$ cat config.mk
export PLATFORM = sky130hd
export DESIGN_NAME = wb_write_arbiter
export DESIGN_NICKNAME = d
export VERILOG_FILES = /design/src/rtl/wb_write_arbiter.sv
export SDC_FILE = /design/constraint.sdc
export NUM_CORES = 1
export LEC_CHECK = 0
export CAP_MARGIN = 30
export CORE_MARGIN = 2
export CORE_UTILIZATION = 54
export CTS_CLUSTER_SIZE = 30
export DETAILED_ROUTE_END_ITERATION = 8
export PLACE_DENSITY = 0.88
export SETUP_SLACK_MARGIN = 0.05
export SYNTH_ARGS = -nofsm -noshare
export SYNTH_HDL_FRONTEND = slang
export SYNTH_SLANG_ARGS = --single-unit
$ cat constraint.sdc
create_clock -name clk -period 3.8 [get_ports clk]
set_input_delay 0.76 -clock clk [delete_from_list [all_inputs] [get_ports clk]]
set_output_delay 0.76 -clock clk [all_outputs]
set_load 0.05 [all_outputs]
$ cat src/rtl/wb_write_arbiter.sv
`default_nettype none
// =============================================================================
// wb_write_arbiter
//   Merges ALU and buffered LSU/multiplier writebacks into one RF write port.
//   Revision: 1.0
// =============================================================================
module wb_write_arbiter #(
  parameter int DEPTH        = 4,
  parameter int STARVE_LIMIT = 3
) (
  input  logic                    clk,
  input  logic                    reset_n,
  input  logic                    alu_valid,
  output logic                    alu_ready,
  input  logic [4:0]              alu_rd,
  input  logic [31:0]             alu_data,
  input  logic                    lsu_valid,
  output logic                    lsu_ready,
  input  logic [4:0]              lsu_rd,
  input  logic [31:0]             lsu_data,
  output logic                    rf_we,
  output logic [4:0]              rf_rd,
  output logic [31:0]             rf_wdata,
  output logic [31:0]             pending,
  output logic [$clog2(DEPTH):0]  fifo_count
);

  localparam int AW = $clog2(DEPTH);
  localparam int SW = $clog2(STARVE_LIMIT + 1);
  localparam logic [SW-1:0] C_STARVE_MAX = SW'(STARVE_LIMIT);
  localparam logic [AW:0]   C_DEPTH      = (AW + 1)'(DEPTH);

  logic [4:0]       mem_rd_q   [DEPTH];
  logic [4:0]       mem_rd_d   [DEPTH];
  logic [31:0]      mem_data_q [DEPTH];
  logic [31:0]      mem_data_d [DEPTH];
  logic [DEPTH-1:0] valid_q,   valid_d;
  logic [AW-1:0]    wr_ptr_q,  wr_ptr_d;
  logic [AW-1:0]    rd_ptr_q,  rd_ptr_d;
  logic [AW:0]      count_q,   count_d;
  logic [SW-1:0]    starve_q,  starve_d;
  logic             rf_we_q,   rf_we_d;
  logic [4:0]       rf_rd_q,   rf_rd_d;
  logic [31:0]      rf_wdata_q, rf_wdata_d;

  logic             fifo_empty;
  logic             fifo_full;
  logic             push;
  logic             hazard;
  logic             force_drain;
  logic             alu_grant;
  logic             fifo_grant;
  logic [4:0]       head_rd;
  logic [31:0]      head_data;
  logic [31:0]      pending_w;

  assign fifo_empty  = (count_q == '0);
  assign fifo_full   = (count_q == C_DEPTH);
  assign push        = lsu_valid && !fifo_full;
  assign head_rd     = mem_rd_q[rd_ptr_q];
  assign head_data   = mem_data_q[rd_ptr_q];

  // Occupancy-derived mask; an entry leaving on this edge is still visible now.
  always_comb begin
    pending_w = '0;
    for (int i = 0; i < DEPTH; i++) begin
      if (valid_q[i]) begin
        pending_w[mem_rd_q[i]] = 1'b1;
      end
    end
    pending_w[0] = 1'b0;
  end

  assign hazard      = alu_valid && (alu_rd != 5'd0) && pending_w[alu_rd];
  assign force_drain = (starve_q >= C_STARVE_MAX) && !fifo_empty;
  assign alu_grant   = alu_valid && !hazard && !force_drain;
  assign fifo_grant  = !alu_grant && !fifo_empty;

  always_comb begin
    mem_rd_d   = mem_rd_q;
    mem_data_d = mem_data_q;
    valid_d    = valid_q;
    wr_ptr_d   = wr_ptr_q;
    rd_ptr_d   = rd_ptr_q;
    count_d    = count_q;
    if (fifo_grant) begin
      valid_d[rd_ptr_q] = 1'b0;
      rd_ptr_d          = rd_ptr_q + 1'b1;
    end
    if (push) begin
      mem_rd_d[wr_ptr_q]   = lsu_rd;
      mem_data_d[wr_ptr_q] = lsu_data;
      valid_d[wr_ptr_q]    = 1'b1;
      wr_ptr_d             = wr_ptr_q + 1'b1;
    end
    case ({push, fifo_grant})
      2'b10:   count_d = count_q + 1'b1;
      2'b01:   count_d = count_q - 1'b1;
      default: count_d = count_q;
    endcase
  end

  always_comb begin
    starve_d = starve_q;
    if (fifo_empty || fifo_grant) begin
      starve_d = '0;
    end else if (alu_grant && (starve_q != C_STARVE_MAX)) begin
      starve_d = starve_q + 1'b1;
    end
  end

  // Address and data hold while idle so the port only toggles on real writes.
  always_comb begin
    rf_we_d    = 1'b0;
    rf_rd_d    = rf_rd_q;
    rf_wdata_d = rf_wdata_q;
    if (alu_grant) begin
      rf_we_d    = (alu_rd != 5'd0);
      rf_rd_d    = alu_rd;
      rf_wdata_d = alu_data;
    end else if (fifo_grant) begin
      rf_we_d    = (head_rd != 5'd0);
      rf_rd_d    = head_rd;
      rf_wdata_d = head_data;
    end
  end

  // Payload storage is qualified by valid_q, so it needs no reset.
  always_ff @(posedge clk) begin
    mem_rd_q   <= mem_rd_d;
    mem_data_q <= mem_data_d;
  end

  always_ff @(posedge clk or negedge reset_n) begin
    if (!reset_n) begin
      valid_q    <= '0;
      wr_ptr_q   <= '0;
      rd_ptr_q   <= '0;
      count_q    <= '0;
      starve_q   <= '0;
      rf_we_q    <= 1'b0;
      rf_rd_q    <= 5'd0;
      rf_wdata_q <= 32'd0;
    end else begin
      valid_q    <= valid_d;
      wr_ptr_q   <= wr_ptr_d;
      rd_ptr_q   <= rd_ptr_d;
      count_q    <= count_d;
      starve_q   <= starve_d;
      rf_we_q    <= rf_we_d;
      rf_rd_q    <= rf_rd_d;
      rf_wdata_q <= rf_wdata_d;
    end
  end

  assign alu_ready  = !hazard && !force_drain;
  assign lsu_ready  = !fifo_full;
  assign rf_we      = rf_we_q;
  assign rf_rd      = rf_rd_q;
  assign rf_wdata   = rf_wdata_q;
  assign pending    = pending_w;
  assign fifo_count = count_q;

endmodule
`default_nettype wire

Word level (Yosys, flattened, before mapping) --
Index checks and enable logic that the tools add are counted.
Word-level totals: input port bits 78, register bits 199, output and inout port bits 75, word-level logic and storage cells 119
Operators by class: reductions and logical operators 28, add/subtract/negate cells 5, bitwise operators 8, eq/ne operators 4, mux-type cells 41, order comparisons 17
Operators by type and width (count):
- 32-bit 2-to-1 mux | 9
- 128-bit bitwise mux | 1
- 32-bit bitwise OR | 3
- 32-bit binary-select mux with 2-bit select | 1
- 32-bit demux with 2-bit select | 1
- 5-bit by 6-bit less-than comparator with 1-bit output (second input constant) | 5
- 5-bit 2-to-1 mux | 5
- 20-bit bitwise mux | 1
- 1-bit demux with 5-bit select | 4
- 5-bit by 1-bit >= comparator with 1-bit output (second input constant) | 4
- 1-bit logical AND | 16
- 5-bit binary-select mux with 2-bit select | 1
- 5-bit demux with 2-bit select | 1
- 5-bit nonzero test | 2
- 1-bit 2-to-1 mux | 9
- 4-bit 2-to-1 mux | 2
- 2-bit by 1-bit adder with 2-bit output (second input constant) | 3
- 3-bit >= comparator (second input constant) | 2
- 2-bit by 3-bit less-than comparator with 1-bit output (second input constant) | 2
- 2-bit NOT with 3-bit output | 2
- 3-bit one-hot mux with 2 select lines | 1
- 2-bit nonzero test | 3
- 1-bit binary-select mux with 5-bit select | 1
- 1-bit zero test | 5
- 16 further kinds | 19

Depth between registers and ports, before layout --
Gate-level depths: netlist (run 1).
word-level depth 22, gate-level depth with buffers 16, gate-level depth less buffers 14

Worst setup path before layout (run 1) --
OpenSTA, ideal clock, no wires.
path kind register -> output, start point reg valid_q[1], end point out alu_ready, arrival 3.258 ns, cell stages (with the launch flop) 10, path slack -0.218 ns, path through dfrtp_1 buf_2 nor4bb_1 a22oi_1 o221ai_1 mux4_2 a211oi_2 a41oi_2 and2_1 a21oi_1
Between the ends: cells in the longest elaborated chain, start to end 10
Ends and longest elaborated chain:
- from (decl) | line 37 | logic [DEPTH-1:0] valid_q, valid_d;
- from (signal assigned) | line 145 | valid_q <= valid_d;
- 32-bit 2-to-1 mux * | line 67 | if (valid_q[i]) begin
- 32-bit bitwise OR (no source line)
- 32-bit 2-to-1 mux * | line 67
- 32-bit bitwise OR (no source line)
- 32-bit 2-to-1 mux * | line 67
- via pending[9] | line 24 | output logic [31:0] pending,
- 1-bit binary-select mux with 5-bit select * | line 74 | assign hazard = alu_valid && (alu_rd != 5'd0) && pending_w[alu_rd];
- 1-bit 2-to-1 mux (implied by the code) * | line 74
- 1-bit logical AND * | line 74
- 1-bit zero test * | line 156 | assign alu_ready = !hazard && !force_drain;
- 1-bit logical AND * | line 156
- to (decl) | line 14 | output logic alu_ready,
Mark *: on every way through the listed nets, which the timed path passes. The rest lies on a longest branch. The select of a mux whose other input is x is not followed.

Final worst setup path (run 1) --
start point reg mem_rd_q[4] (netlist bit), end point out alu_ready
Between the ends: cells in the longest elaborated chain, start to end 11
Ends and longest elaborated chain:
- from (decl) | line 33 | logic [4:0] mem_rd_q [DEPTH];
- from (signal assigned) | line 130 | mem_rd_q <= mem_rd_d;
- 5-bit by 6-bit less-than comparator with 1-bit output (implied by the code) or 5-bit by 1-bit >= comparator with 1-bit output (tied branches) | line 68 | pending_w[mem_rd_q[i]] = 1'b1;
- 1-bit logical AND (implied by the code) | line 68
- 1-bit 2-to-1 mux (implied by the code) | line 68
- 1-bit demux with 5-bit select * | line 68
- 32-bit bitwise OR (no source line) *
- 32-bit 2-to-1 mux * | line 67
- 1-bit binary-select mux with 5-bit select * | line 74
- 1-bit 2-to-1 mux (implied by the code) * | line 74
- 1-bit logical AND * | line 74
- 1-bit zero test * | line 156
- 1-bit logical AND * | line 156
Every way passes the cells marked *; elsewhere a longest branch is shown, timed or not. The select of a mux whose other input is x is not followed.

==> metrics.md, run 1 <==
| Metric | Value |
|---|---|
| Clock power share | `19.1%` |
| Critical path's most frequent cell | `buf_4` |
| Most common flop cell mapped by yosys | `edfxtp_1` |
| CTS sink cnt | `199` |
| Largest net degree at the start of global routing | `82` |
| Switching share of power | `40.3%` |
| WP data required | `3.04 ns` |
| Clk_lat worst skew | `0.44 ns` |
| Number of global-route vias before repair | `6695` |
| Worst Path Buf+Inv | `3` |
| Initial antenna violation count | `0` |
| Post-Synth Adder-Cell Area | `1.55%` |
| Drt first pass iters | `5` |
| Layout cells sized above 1 | `22.6%` |
| CTS clk-pin slew, worst paths | `0.08 ns` |
| RSZ-0062 raised after global routing | `no` |
| Cell area power density | `745 nW/um^2` |
| Status | `finished, final reports clean` |
| DRC viols | `0` |
| Yosys cell types | `62` |
| Critical Path Sink Type | `output port` |
| Worst slew pin tran | `0.889 ns` |
| CORE AREA | `17100 sq um` |
| Min cycle time layout | `3.71 ns` |
| Die Y-Extent | `136 um` |
| Grt met2 use | `44.5%` |
| Die area | `18400 sq um` |
| Congestion Overflow GR | `0` |
| Reg power frac | `37.3%` |
| Internal power | `5.43 mW` |
| Critical-path maximum fanout | `8` |
| Avg Inst Size Synth | `14.0 sq um` |
| FF+latch area | `5730 sq um` |
| CP top delay family | `simple AND/OR/NAND/NOR gates` |
| Final ANT Viol Nets | `0` |
| Hold Crit Class | `in2async` |
| Fin nets | `953` |
| First-pass GRT wire length | `37800 um` |
| Root Driver | `clkbuf_16` |
| Arrival @ worst endpoint | `2.95 ns` |
| Worst reg2reg setup slack | `0.24 ns` |
| TritonCTS clock tree | `done` |
| Syn Inst Count | `667` |
| Routing usage on met3 | `6.77%` |
| Setup Viol. Count Final | `0` |
| CTS Hold Bufs | `0` |
| Vias | `6851` |
| Worst path cell trace | `buf_4, nor4bb_2, buf_4, nand2b_1, nor3b_1, a211oi_1, a31oi_1, a41oi_2, and2_4, a21oi_4, buf_12` |
| Most Used Layer, Global Route | `met2` |
| Register bit total from synthesis | `199` |
| Synth Cell Area | `9350 sq um` |
| Leakage | `4.65 nW` |
| Via/cell ratio | `6.22` |
| Post-synthesis xor/xnor area fraction | `0.468%` |
| 1st-iter DRT viols | `731` |
| NetSw | `3.66 mW` |
| Wire per inst | `23.2 um` |
| FMAX | `0.269 GHz` |
| Area leader, netlist | `edfxtp_1` |
| Mux contribution to synthesized area | `13.7%` |
| Die W | `136 um` |
| Design Area, Final | `12200 sq um` |
| Clock skew | `0.0281 ns` |
| Placed Area | `11200 sq um` |
| Max-slew violations | `0` |
| Compound-gate portion of the synthesized area | `8.67%` |
| Main combinational cell family by area after synthesis | `multiplexers` |
| Simple-gate share of the synthesized area | `11.4%` |
| Total area of multi-input combinational cells | `3530 sq um` |
| Fill cells | `1131` |
| Area Overhead vs Synth | `30.7%` |
| Gr usage total | `27.4%` |
| Main area contributors after synthesis | `edfxtp_1 (48%), dfrtp_1 (14%), mux4_2 (9.4%)` |
| Maxcap violations | `0` |
| Initial Util | `54.6%` |
| Synth async-reset ratio | `25.6%` |
| Startpoint Class | `flop` |
| Number of flops mapped to enable cells by yosys | `148` |
| Comb pwr share | `43.6%` |
| Slowest cell on crit path | `edfxtp_1` |
| I/O pin count | `153` |
| Worst vdd ir | `0.509 mV` |
| Seq/Total Area, Yosys | `61.2%` |
| Max_slew headroom | `40.8%` |
| M1 GR Usage | `36.5%` |
| Final WL | `25500 um` |
| GP Congestion | `0.955` |
| Antenna Cells | `0` |
| Setup TNS Final | `0 ns` |
| Syn nets | `756` |
| H-tree depth | `4` |
| Num rows | `48` |
| Port bufs | `151` |
| Final HPWL DP | `17400 um` |
| Crit Path Class | `reg2out` |
| Reg2reg path depth | `17` |
| Max incr delay on CP | `0.52 ns` |
| Synth top area share | `47.5%` |
| Reg2reg end | `fifo_count[2]$_DFFE_PN0P_` |
| Ys Warns | `0` |
| CTS max path bufs | `2` |
| Final Hold Viols | `0` |
| Period Utilization, post-route | `97.7%` |
| Inserted Clock Buffers | `17` |
| Worst r2r src | `mem_rd_q[4]$_DFFE_PP_` |
==> layout make-up <==
class	instances	area share (%)
Inverter	18	0.553
Clock inverter	15	1.29
Timing Repair Buffer	218	16.6
Tap cell	225	2.30
Multi-Input combinational cell	410	28.9
Sequential cell	199	46.9
Clock buffer	17	3.48
==> logic make-up (layout without fill, tap and decap cells) <==
kind of cell               Yosys count  count (layout)
AOI/OAI and AO/OA                  120             120
and+or+nand+nor                    194             194
buffers and inverters               58             268
muxes                               79              79
other                                1               1
xor gates and xnor gates             5               5
adders and majority gates           11              11
DFF                                199             199
==> power groups by stage <==
stage / Combinational [mW] / Clock (mW) / Sequential [mW]
2_1_floorplan: 1.89 / 0 / 4.00
3_3_place_gp: 3.63 / 0 / 3.47
3_5_place_dp: 3.69 / 0 / 3.51
4_1_cts: 3.73 / 1.76 / 3.47
5_1_grt: 4.18 / 1.84 / 3.46
6_report: 3.97 / 1.74 / 3.39
==> worst reg2reg max path, delay by kind of cell (launching register included) <==
| family | cells | cell delay (ns) |
|---|---|---|
| flip-flops | 1 | 0.52 |
| buffers and inverters | 4 | 0.65 |
| AO/OA/AOI/OAI | 4 | 0.69 |
| adder cells (fa/ha/maj) | 2 | 0.57 |
| AND/OR/NAND/NOR | 5 | 0.78 |
| XOR/XNOR | 2 | 0.32 |
==> per-stage QoR <==
stage | hold slack [ns] | instances | setup slack (ns) | utilization (%) | power (mW)
2_1_floorplan | 0.419 | 667 | 0.0968 | - | 5.89
3_3_place_gp | 0.451 | 1030 | 0.168 | 65.2 | 7.10
3_5_place_dp | 0.458 | 1030 | 0.0480 | 65.2 | 7.20
4_1_cts | 0.464 | 1067 | 0.0500 | 68.9 | 8.96
5_1_grt | 0.502 | 1102 | 0.0228 | 71.4 | 9.47
6_report | 0.434 | 1102 | 0.0893 | 71.4 | 9.10
==> cell usage after synthesis (all sizes together), types with 6 or more instances <==
| cell type | number |
|---|---|
| nand2 | 54 |
| mux2i | 38 |
| edfxtp | 148 |
| or2 | 8 |
| nor4 | 6 |
| nand3 | 6 |
| clkbuf | 15 |
| inv | 18 |
| buf | 25 |
| a21oi | 6 |
| nor2 | 43 |
| o221ai | 7 |
| a31oi | 6 |
| dfrtp | 51 |
| mux4 | 39 |
| o21ai | 47 |
| nor2b | 6 |
| o22ai | 24 |
| ha | 10 |
| a211o | 7 |
| nand2b | 15 |
| nor3 | 8 |
| nand4b | 12 |
==> how the worst max path moves through the flow <==
stage | start | endpoint | slack (ns) | cells after the start
floorplan | mem_rd_q[6]$_DFFE_PP_ | fifo_count[2]$_DFFE_PN0P_ | 0.1 | 12
global placement | alu_rd[1] | fifo_count[2]$_DFFE_PN0P_ | 0.17 | 13
detailed placement | alu_rd[1] | fifo_count[2]$_DFFE_PN0P_ | 0.05 | 13
CTS | mem_rd_q[2]$_DFFE_PP_ | alu_ready | 0.05 | 9
global route | mem_rd_q[4]$_DFFE_PP_ | alu_ready | 0.02 | 11
finish | mem_rd_q[4]$_DFFE_PP_ | alu_ready | 0.09 | 11
==> registers in the layout, summed over array words and instances, names as in the netlist, 2 cells and up <==
signal and flops:
fifo_count 3, mem_data_q 128, mem_rd_q 20, rd_ptr_q 2
rf_rd 5, rf_wdata 32, starve_q 2, valid_q 4
wr_ptr_q 2
==> layer usage <==
layer	part of all wire (%)	up-vias	routed length, um
met4	2.9	0	749
met5	0	-	0
met3	7.3	66	1860
li1	-	3006	-
met2	50	369	12700
met1	40	3410	10200
==> what timing repair did <==
action / in CTS / in global routing
buffers inserted: 5 / 34
setup endpoints to repair: 1 / 2
resized for setup: 2 / 40
pin swaps: 0 / 7
==> placed cells by master, fill, tap and decap left out, types with 4 or more instances in the layout <==
| master | Yosys | final |
|---|---|---|
| mux2i_1 | 38 | 38 |
| dfrtp_2 | 0 | 5 |
| nand2b_2 | 0 | 5 |
| dfrtp_1 | 51 | 46 |
| nand3_1 | 6 | 6 |
| inv_6 | 0 | 5 |
| a21oi_1 | 5 | 4 |
| or2_2 | 6 | 6 |
| nor2b_1 | 6 | 6 |
| o221ai_1 | 6 | 4 |
| nand2b_1 | 15 | 10 |
| nand4_1 | 4 | 4 |
| buf_4 | 3 | 62 |
| a31oi_1 | 6 | 5 |
| edfxtp_1 | 148 | 148 |
| nor2_1 | 42 | 42 |
| clkinv_8 | 0 | 4 |
| o22ai_1 | 24 | 18 |
| o22a_1 | 4 | 4 |
| o21ai_0 | 18 | 18 |
| clkbuf_16 | 0 | 17 |
| mux4_2 | 39 | 39 |
| nand2_1 | 54 | 52 |
| o22ai_2 | 0 | 6 |
| nor4_1 | 6 | 4 |
| clkdlybuf4s50_1 | 0 | 148 |
| nand4bb_2 | 0 | 4 |
| ha_1 | 10 | 10 |
| a211o_1 | 7 | 7 |
| inv_1 | 18 | 18 |
| o21ai_1 | 29 | 29 |
| nand4b_1 | 12 | 12 |
| nor3_1 | 8 | 7 |
| and3_2 | 0 | 4 |
(Power assumes the default switching activity.)
==> run 2: changes to the inputs <==
CORE_ASPECT_RATIO = 1.25   (was not set)
CTS_CLUSTER_SIZE = not set   (was 30)
HOLD_SLACK_MARGIN = 0.06   (was not set)
==> run 2 against run 1 <==
Wire length fell by 0.92%. Worst setup slack gained 0.012 ns. Die area hardly changed. Non-clock buffer count fell by 14. Register-to-register slack better by 0.03 ns. Design area decreased by 1.1%. Critical path type unchanged. Critical endpoint unchanged. Largest cell class unchanged. Largest power group unchanged.
==> metrics.md, run 2 (synthesis results as in run 1) <==
| Metric | Value |
|---|---|
| Status | `finished, final reports clean` |
| Clk_lat worst skew | `0.43 ns (about the same)` |
| Die W | `122 um (-10%)` |
| Drt first pass iters | `5 (unchanged)` |
| Leakage | `4.60 nW (-1.2%)` |
| Placed Area | `11200 sq um (+0.39%)` |
| WP data required | `3.04 ns (about the same)` |
| Final Hold Viols | `0 (unchanged)` |
| Fin Hold WS | `0.321 ns (-0.113 ns)` |
| Initial Util | `55.3% (+0.67 points)` |
| Cell area power density | `758 nW/um^2 (+1.8%)` |
| Wire per inst | `23.3 um (+0.82%)` |
| Worst slew pin tran | `0.824 ns (-0.0647 ns)` |
| Arrival @ worst endpoint | `2.94 ns (about the same)` |
| Fill cells | `1142 (+0.97%)` |
| DRC viols | `0 (unchanged)` |
| Die area | `18400 sq um (about the same)` |
| Worst path cell trace | `nand4b_1, buf_4, o22ai_1, nor4_1, a2111oi_1, buf_4, a211oi_2, a41oi_2, and2_4, a21oi_4, buf_12` |
| Commonest non-fill, non-tap cells in the layout | `clkdlybuf4s50_1 (148), edfxtp_1 (148), nand2_1 (52), buf_4 (48), dfrtp_1 (47)` |
| CP top delay family | `compound AO/OA/AOI/OAI gates` |
| Critical-path maximum fanout | `6 (-2)` |
| Critical path's most frequent cell | `buf_4` |
| First-pass GRT wire length | `38700 um (+2.1%)` |
| Startpoint Class | `flop` |
| Crit Path Class | `reg2out` |
| Design Area, Final | `12100 sq um (-1.1%)` |
| Largest net degree at the start of global routing | `82 (unchanged)` |
| Root Driver | `clkbuf_16` |
| Max-slew violations | `0 (unchanged)` |
| Inserted Clock Buffers | `17 (unchanged)` |
| Vias | `6714 (-2.0%)` |
| FMAX | `0.270 GHz (+0.33%)` |
| Clock skew | `0.0130 ns (-0.0151 ns)` |
| 1st-iter DRT viols | `557 (-24%)` |
| Initial antenna violation count | `0 (unchanged)` |
| Die Y-Extent | `151 um (+11%)` |
| Max incr delay on CP | `0.47 ns (-0.05 ns)` |
| CTS Hold Bufs | `0 (unchanged)` |
| Min cycle time layout | `3.70 ns (-0.0121 ns)` |
| Top reg by flops | `mem_data_q` |
| Antenna Cells | `0 (unchanged)` |
| H-tree depth | `4 (unchanged)` |
| Layout cells sized above 1 | `19.8% (-2.8 points)` |
| CTS clk-pin slew, worst paths | `0.08 ns (about the same)` |
| Final Util | `71.5% (+0.11 points)` |
| TritonCTS clock tree | `done` |
| Setup Viol. Count Final | `0 (unchanged)` |
| Hold Crit Class | `in2async` |
| CTS sink cnt | `199 (unchanged)` |
| DP Worst Slack | `0.0915 ns (+0.0435 ns)` |
| Fin worst setup slack | `0.101 ns (+0.0121 ns)` |
| Congestion Overflow GR | `0 (unchanged)` |
| Port bufs | `151 (unchanged)` |
| CTS max path bufs | `2 (unchanged)` |
| Area Overhead vs Synth | `29.3%` |
| Max FFs per register | `128 (unchanged)` |
| I/O pin count | `153 (unchanged)` |
| Fin nets | `939 (-1.5%)` |
| Slowest cell on crit path | `edfxtp_1` |
| Gr usage total | `28.5% (+1.1 points)` |
| Worst Path Buf+Inv | `3 (unchanged)` |
| Final HPWL DP | `17600 um (+1.2%)` |
| Number of global-route vias before repair | `6844 (+2.2%)` |
| Critical Path Sink Type | `output port` |
| Num rows | `53 (+10%)` |
| Tot Pwr | `9.16 mW (+0.68%)` |
| Period Utilization, post-route | `97.3% (-0.32 points)` |
| Maxcap violations | `0 (unchanged)` |
| Via/cell ratio | `6.20 (-0.28%)` |
| Worst vdd ir | `0.803 mV (+58%)` |
| CORE AREA | `16900 sq um (-1.2%)` |
| Max_slew headroom | `45.1% (+4.3 points)` |
| Final WL | `25300 um (-0.92%)` |
| GP Congestion | `0.967 (+1.3%)` |
| Final ANT Viol Nets | `0 (unchanged)` |
[run 2: cell count changes in the layout (fill, tap and decap cells not counted), moves of 2 or more]
| cell | before | now |
|---|---|---|
| buf_4 | 62 | 48 |
| nand4bb_1 | 0 | 4 |
| nand4bb_2 | 4 | 0 |
| o22ai_1 | 18 | 22 |
| o22ai_2 | 6 | 2 |
| clkinv_8 | 4 | 1 |
| inv_8 | 2 | 5 |
| clkinv_4 | 2 | 0 |
| inv_12 | 0 | 2 |
[run 2: path summary, 6_finish.rpt]
| kind | startpoint | end | slack (ns) | cells after the start |
|---|---|---|---|---|
| max in group asynchronous | reset_n | rd_ptr_q[0]$_DFFE_PN0N_ | 2.64 | 2 |
| worst max register to register | mem_rd_q[14]$_DFFE_PP_ | fifo_count[2]$_DFFE_PN0P_ | 0.27 | 17 |
| worst min-delay path | reset_n | rf_wdata[18]$_DFFE_PN0P_ | 0.32 | 1 |
| worst min register to register | starve_q[0]$_DFFE_PN0P_ | starve_q[0]$_DFFE_PN0P_ | 0.46 | 1 |
| min in group clk | starve_q[0]$_DFFE_PN0P_ | starve_q[0]$_DFFE_PN0P_ | 0.46 | 1 |
| worst max-delay path | mem_rd_q[14]$_DFFE_PP_ | alu_ready | 0.10 | 11 |
[run 2: what timing repair did]
item | in CTS | in global routing
endpoints found under the setup margin | 1 | 1
resized for setup | 9 | 18
pin swaps | 2 | 4
buffers inserted | 11 | 9
[run 2: power by group]
| part | internal (mW) | switching, mW | total [mW] |
|---|---|---|---|
| Clock | 0.961 | 0.884 | 1.85 |
| Combinational | 1.56 | 2.36 | 3.93 |
| Sequential | 2.96 | 0.426 | 3.39 |
| Total | 5.49 | 3.67 | 9.16 |
[run 2: layout make-up]
class / instances / area, sq um / area share (%)
Multi-Input combinational cell: 410 / 3470 / 28.7
Clock buffer: 17 / 425 / 3.52
Sequential cell: 199 / 5730 / 47.4
Inverter: 18 / 67.6 / 0.559
Clock inverter: 15 / 186 / 1.54
Tap cell: 220 / 275 / 2.28
Timing Repair Buffer: 204 / 1930 / 16.0
[run 2: per-stage QoR]
step	instances	TNS (ns)
global placement	1030	0
CTS	1073	0
finish	1083	0
global route	1083	-0.0106
detailed placement	1030	0
floorplan	667	0
[run 2: worst register-to-register path, cell delays in order, from the launching register on]
cell and delay, ns:
edfxtp_1 0.47, nand4b_1 0.33, buf_4 0.21, o22ai_1 0.15, nor4_1 0.09, a2111oi_1 0.40
buf_4 0.18, a211oi_2 0.03, a41oi_2 0.24, buf_4 0.17, a21oi_4 0.06, nor2_2 0.10
ha_1 0.19, inv_1 0.07, fa_1 0.38, xor2_1 0.15, nor2_1 0.11, xor2_1 0.14
[run 2: per-layer routing]
metal / up-vias / wire, um / GRT usage (%)
met3: 71 / 1430 / 5.16
met4: 0 / 1090 / 13.6
li1: 2966 / - / -
met2: 327 / 13300 / 49.5
met1: 3350 / 9470 / 34.6
met5: - / 0 / 0
